--- src/rtl/dmem_pkg.sv ---
// Shared types and constants for the data-memory responder.
// Optional address-range error reporting is enabled with the DMEM_ERR_EN macro.
package dmem_pkg;

    localparam int DATA_W_DEF = 8;
    localparam int ADDR_W_DEF = 8;
    localparam int CNT_W      = 4;

    typedef enum logic [1:0] {
        IDLE = 2'd0,
        WAIT = 2'd1,
        RESP = 2'd2
    } state_t;

endpackage

--- src/rtl/dmem_array.sv ---
// DEPTH x DATA_W storage with synchronous write and synchronous (registered) read.
// Contents and the read register are deliberately not reset.
module dmem_array #(
    parameter int DATA_W = 8,
    parameter int DEPTH  = 256,
    parameter int IDX_W  = $clog2(DEPTH)
) (
    input  logic              clk,
    input  logic              we,
    input  logic [IDX_W-1:0]  addr,
    input  logic [DATA_W-1:0] wdata,
    output logic [DATA_W-1:0] rdata
);

    logic [DATA_W-1:0] mem [DEPTH];

    // Read returns the pre-write contents when read and write hit the same word.
    always_ff @(posedge clk) begin
        if (we) begin
            mem[addr] <= wdata;
        end
        rdata <= mem[addr];
    end

endmodule

--- src/rtl/dmem_responder.sv ---
// Slow data-memory responder: accepts a load/store, waits WAIT_CYCLES, accesses the array, then holds the response.
// Define DMEM_ERR_EN to add rsp_err and reject addresses at or beyond DEPTH instead of wrapping.
module dmem_responder
    import dmem_pkg::*;
#(
    parameter int DATA_W      = DATA_W_DEF,
    parameter int ADDR_W      = ADDR_W_DEF,
    parameter int DEPTH       = 256,
    parameter int WAIT_CYCLES = 2
) (
    input  logic              clk,
    input  logic              rst,
    input  logic              req_valid,
    output logic              req_ready,
    input  logic              req_write,
    input  logic [ADDR_W-1:0] req_addr,
    input  logic [DATA_W-1:0] req_wdata,
    output logic              rsp_valid,
    input  logic              rsp_ready,
    output logic [DATA_W-1:0] rsp_rdata,
    output logic              busy
`ifdef DMEM_ERR_EN
    ,
    output logic              rsp_err
`endif
);

    localparam int IDX_W = $clog2(DEPTH);
    localparam logic [CNT_W-1:0] WAIT_INIT = CNT_W'((WAIT_CYCLES > 0) ? WAIT_CYCLES - 1 : 0);

    state_t            state;
    state_t            next_state;
    logic [CNT_W-1:0]  cnt;
    logic [CNT_W-1:0]  next_cnt;
    logic              access;

    logic              lat_write;
    logic [ADDR_W-1:0] lat_addr;
    logic [DATA_W-1:0] lat_wdata;

    logic              cur_write;
    logic [ADDR_W-1:0] cur_addr;
    logic [DATA_W-1:0] cur_wdata;
    logic              cur_bad;
    logic              lat_bad;

    logic              mem_we;
    logic [DATA_W-1:0] mem_rdata;

`ifdef DMEM_ERR_EN
    localparam logic [ADDR_W:0] DEPTH_LIM = DEPTH[ADDR_W:0];

    logic lat_err;
    logic req_oor;

    assign req_oor = ({1'b0, req_addr} >= DEPTH_LIM);
    assign lat_bad = lat_err;
    assign rsp_err = (state == RESP) && lat_err;
`else
    assign lat_bad = 1'b0;
`endif

    always_ff @(posedge clk or negedge rst) begin
        if (!rst) begin
            state     <= IDLE;
            cnt       <= '0;
            lat_write <= 1'b0;
            lat_addr  <= '0;
            lat_wdata <= '0;
        end else begin
            state <= next_state;
            cnt   <= next_cnt;
            if (state == IDLE && req_valid) begin
                lat_write <= req_write;
                lat_addr  <= req_addr;
                lat_wdata <= req_wdata;
            end
        end
    end

`ifdef DMEM_ERR_EN
    always_ff @(posedge clk or negedge rst) begin
        if (!rst) begin
            lat_err <= 1'b0;
        end else if (state == IDLE && req_valid) begin
            lat_err <= req_oor;
        end
    end
`endif

    always_comb begin
        next_state = state;
        next_cnt   = cnt;
        access     = 1'b0;
        case (state)
            IDLE: begin
                if (req_valid) begin
                    if (WAIT_CYCLES == 0) begin
                        access     = 1'b1;
                        next_state = RESP;
                    end else begin
                        next_state = WAIT;
                        next_cnt   = WAIT_INIT;
                    end
                end
            end
            WAIT: begin
                if (cnt == '0) begin
                    access     = 1'b1;
                    next_state = RESP;
                end else begin
                    next_cnt = cnt - 4'd1;
                end
            end
            RESP: begin
                if (rsp_ready) begin
                    next_state = IDLE;
                end
            end
            default: begin
                next_state = IDLE;
            end
        endcase
    end

    // With zero wait states the access happens on the accept edge, so the live request feeds the array.
    always_comb begin
        cur_write = lat_write;
        cur_addr  = lat_addr;
        cur_wdata = lat_wdata;
        cur_bad   = lat_bad;
        if (state == IDLE) begin
            cur_write = req_write;
            cur_addr  = req_addr;
            cur_wdata = req_wdata;
`ifdef DMEM_ERR_EN
            cur_bad   = req_oor;
`else
            cur_bad   = 1'b0;
`endif
        end
    end

    assign mem_we = access && cur_write && !cur_bad;

    dmem_array #(
        .DATA_W (DATA_W),
        .DEPTH  (DEPTH),
        .IDX_W  (IDX_W)
    ) u_array (
        .clk   (clk),
        .we    (mem_we),
        .addr  (cur_addr[IDX_W-1:0]),
        .wdata (cur_wdata),
        .rdata (mem_rdata)
    );

    // The array keeps re-reading the latched address in RESP, so the load data stays stable under backpressure.
    assign rsp_valid = (state == RESP);
    assign rsp_rdata = (state == RESP && !lat_write && !lat_bad) ? mem_rdata : '0;
    assign busy      = (state != IDLE);
    assign req_ready = (state == IDLE) && rst;

endmodule
--- config.mk ---
export PLATFORM = sky130hd
export DESIGN_NAME = dmem_responder
export DESIGN_NICKNAME = d
export VERILOG_FILES = /design/src/rtl/dmem_pkg.sv /design/src/rtl/dmem_array.sv /design/src/rtl/dmem_responder.sv
export SDC_FILE = /design/constraint.sdc
export NUM_CORES = 2
export LEC_CHECK = 0
export CORE_UTILIZATION = 57
export CTS_CLUSTER_DIAMETER = 120
export CTS_CLUSTER_SIZE = 25
export DETAILED_ROUTE_END_ITERATION = 6
export PLACE_DENSITY_LB_ADDON = 0.3
export SKIP_LAST_GASP = 1
export SYNTH_ARGS = -nofsm -noshare
export SYNTH_HDL_FRONTEND = slang
export SYNTH_SLANG_ARGS = --single-unit
--- constraint.sdc ---
create_clock -name clk -period 4.78 [get_ports clk]
set_clock_uncertainty 0.05 [all_clocks]
set_input_delay 1.195 -clock clk [delete_from_list [all_inputs] [get_ports clk]]
set_output_delay 1.195 -clock clk [all_outputs]
set_load 0.005 [all_outputs]
==> flow_summary.ini <==
[worst_hold_path]
min-delay-start = cnt[0]
hold_class = flop to flop

[power]
p_seq_share_pct = 45.5
power_frac_comb_pct = 37.7
swShare_pct = 35.7
total_power_mw = 53.6
p_switching_mw = 19.1
peakVddDrop_v = 0.000973
powerDensity_nw_per_um2 = 630
p_leak_nw = 26.6
power.internal_mw = 34.5
power_frac_clock_pct = 16.8

[placed_design]
place_ws_ps = -575
portBuffers = 31
globalplace.congestion = 0.886
place_area_um2 = 82400
dp_hpwl_mm = 120

[floorplanning]
dieArea_um2 = 136000
io_pins = 32
die_x_um = 369
die_y_um = 369
fp.coreArea_um2 = 133000
fp-row-count = 134
initial_utilization_pct = 57.5

[setup_path]
worstPathMaxFanout = 26
reg2reg_to = u_array.rdata[1]
cp.required_ps = 5360
crit_path_end = u_array.rdata[1]
cp-end-kind = flop
worstSetupStartpointType = flop
crit_start = state[0]
crit_type = flop to flop
reg2reg_from = state[0]
arrival_ps = 5110
reg2reg_setup_slack_ps = 250
reg2reg_depth = 11

[timing]
rsz0062_at_grt = false
fmax_ghz = 0.221
layout_min_cycle_time_ps = 4530
max-slew-margin-rel_pct = 31.7
hold_slack_ps = 459
hold_violations = 0
worst_slack_ps = 253
tightest_slew_ps = 1020
setup_viol = 0
finalMaxSlewViolations = 0
timing.final.crit_share_pct = 94.7

[yosys]
netlist_area_um2 = 76700
synth-seq-cells = 2079
yosysMostFrequentCell = edfxtp_1
synth-async-reset-ratio_pct = 1.11
synth_area_leaders = edfxtp_1, a221oi_1, a22o_1
synthCells = 4209
synthTopCellsByCount = edfxtp_1, a221oi_1, a22o_1, nor2_1, o22ai_1
synth_fp_nets = 4232
synth_edf_count = 2048
yosysSeqAreaShare_pct = 81.1
yosys_most_used_dff = edfxtp_1
postSynthAreaPerCell_um2 = 18.2
yosys.area.top_type_share_pct = 80.1
ys_warn_count = 0
yosysUniqueCellTypes = 43
yosys.area.top_type = edfxtp_1

[clock_tree]
cts_num_sinks = 2079
root_buffer = clkbuf_16
clkTransAtPathRegs_ps = 100
cts-buffers-inserted = 93
post_cts_buffers = 0
clk_path_buf_depth = 3
h-tree-depth = 3
cts_tree = done
clk-insertion-delay-late_ps = 740

[final_layout]
final_area_um2 = 85000
syn2layout_area_growth_pct = 10.8
final_core_util_pct = 63.7
nNetsFinal = 4514
drive_above_1_share_pct = 13.3

[drt]
firstDrtPassIters = 6
vias = 43600
routedWlPerCell_um = 30.6
drt_first_iter_violations = 6226
routed_via_density = 6.91
final_antenna_net_count = 0
routed_wl_mm = 193
drc = 0

[run_status]
status = finished clean

[global_route]
grt_usage_pct = 28.2
grt_start_max_net_pins = 116
grt_overflow = 0
antenna_found_initial = 9
grt_pass1_wl_mm = 281
grt_pass1_vias = 41800

[flow_run]
max_cap_violations = 0
## power groups by stage
stage | Clock [mW] | Sequential, mW | Combinational, mW
floorplan | 0 | 25.4 | 11.0
global placement | 0 | 24.8 | 19.6
detailed placement | 0 | 24.8 | 20.0
CTS | 9.05 | 24.4 | 20.1
global route | 9.62 | 24.4 | 21.3
finish | 8.99 | 24.4 | 20.2
## flip-flops by register name (all words and copies together), names as in the netlist
signal and count:
u_array.mem 2048, u_array.rdata 8, lat_addr 8, lat_wdata 8, lat_write 1, state 2
cnt 4
## timing repair
item,CTS,global route
setup endpoints to repair,2,2
gates cloned,0,0
pin swaps,0,0
resized for setup,2,2
hold buffers,0,0
## final cells by class
type	instances	area, um2
flip-flops and latches	2079	62200
fillers	9047	48500
multi-input cells	1812	13400
repair buffers	499	4570
clock buffers	134	2500
well taps	1768	2210
clock inverters	6	78.8
inverters	6	22.5
diodes	2	5.00
## per-layer routing
metal  GRT usage (%)  wire length (um)  vias up
met4            9.58              7200        4
met3            4.48             19600      345
li1                -                 -    18400
met2            45.0             92800     2492
met5               0                18        -
met1            39.9             73500    22300
## how the worst min path moves through the flow
| stage | to | depth (start not counted) |
|---|---|---|
| after detailed placement | cnt[0] | 1 |
| after global routing | lat_wdata[6] | 1 |
| after CTS | cnt[0] | 1 |
| after global placement | cnt[0] | 1 |
| final | cnt[0] | 1 |
| after floorplan | cnt[0] | 1 |
## cells in the final DEF, fill, tap and decap left out, drive strengths merged, types with 3 or more instances in the layout
cell type	instances
buf	468
a2111o	8
and2	10
or3	4
nor2	263
a21oi	17
dfxtp	8
o31ai	5
nor2b	3
o22ai	256
nand3	6
mux2	17
clkbuf	134
inv	10
nand2	91
edfxtp	2048
dfrtp	23
nand2b	5
a21boi	8
nand3b	9
clkdlybuf4s50	31
a221oi	512
nor4	64
a22o	512
o21ai	8
## logic make-up (layout without fill, tap and decap cells)
| logic type | count (synthesis) | in the layout | synth area share, % |
|---|---|---|---|
| flops | 2079 | 2079 | 81.1 |
| compound gates | 1329 | 1329 | 14.2 |
| simple gates | 462 | 462 | 2.64 |
| buf+inv | 318 | 645 | 1.73 |
| mux | 17 | 17 | 0.249 |
| fa+ha+maj | 2 | 2 | 0.0326 |
| xor+xnor | 2 | 2 | 0.0228 |
| other cells | 0 | 2 | 0 |
## critical path, cell delays in order (launching register included)
cell	delay [ps]
dfrtp_1	480
nor2_4	610
inv_2	380
nand3b_1	190
nand2_1	310
nand2_1	200
buf_4	420
o22ai_1	180
nor4_1	620
buf_4	220
nand2_1	220
a2111o_1	490
## stage by stage
stage / TNS (ps) / instances
after detailed placement: -1290 / 6164
final: 0 / 6306
after CTS: 0 / 6304
after floorplan: 0 / 4209
after global routing: 0 / 6304
after global placement: -1330 / 6164
Power figures use the tool's default switching activity.
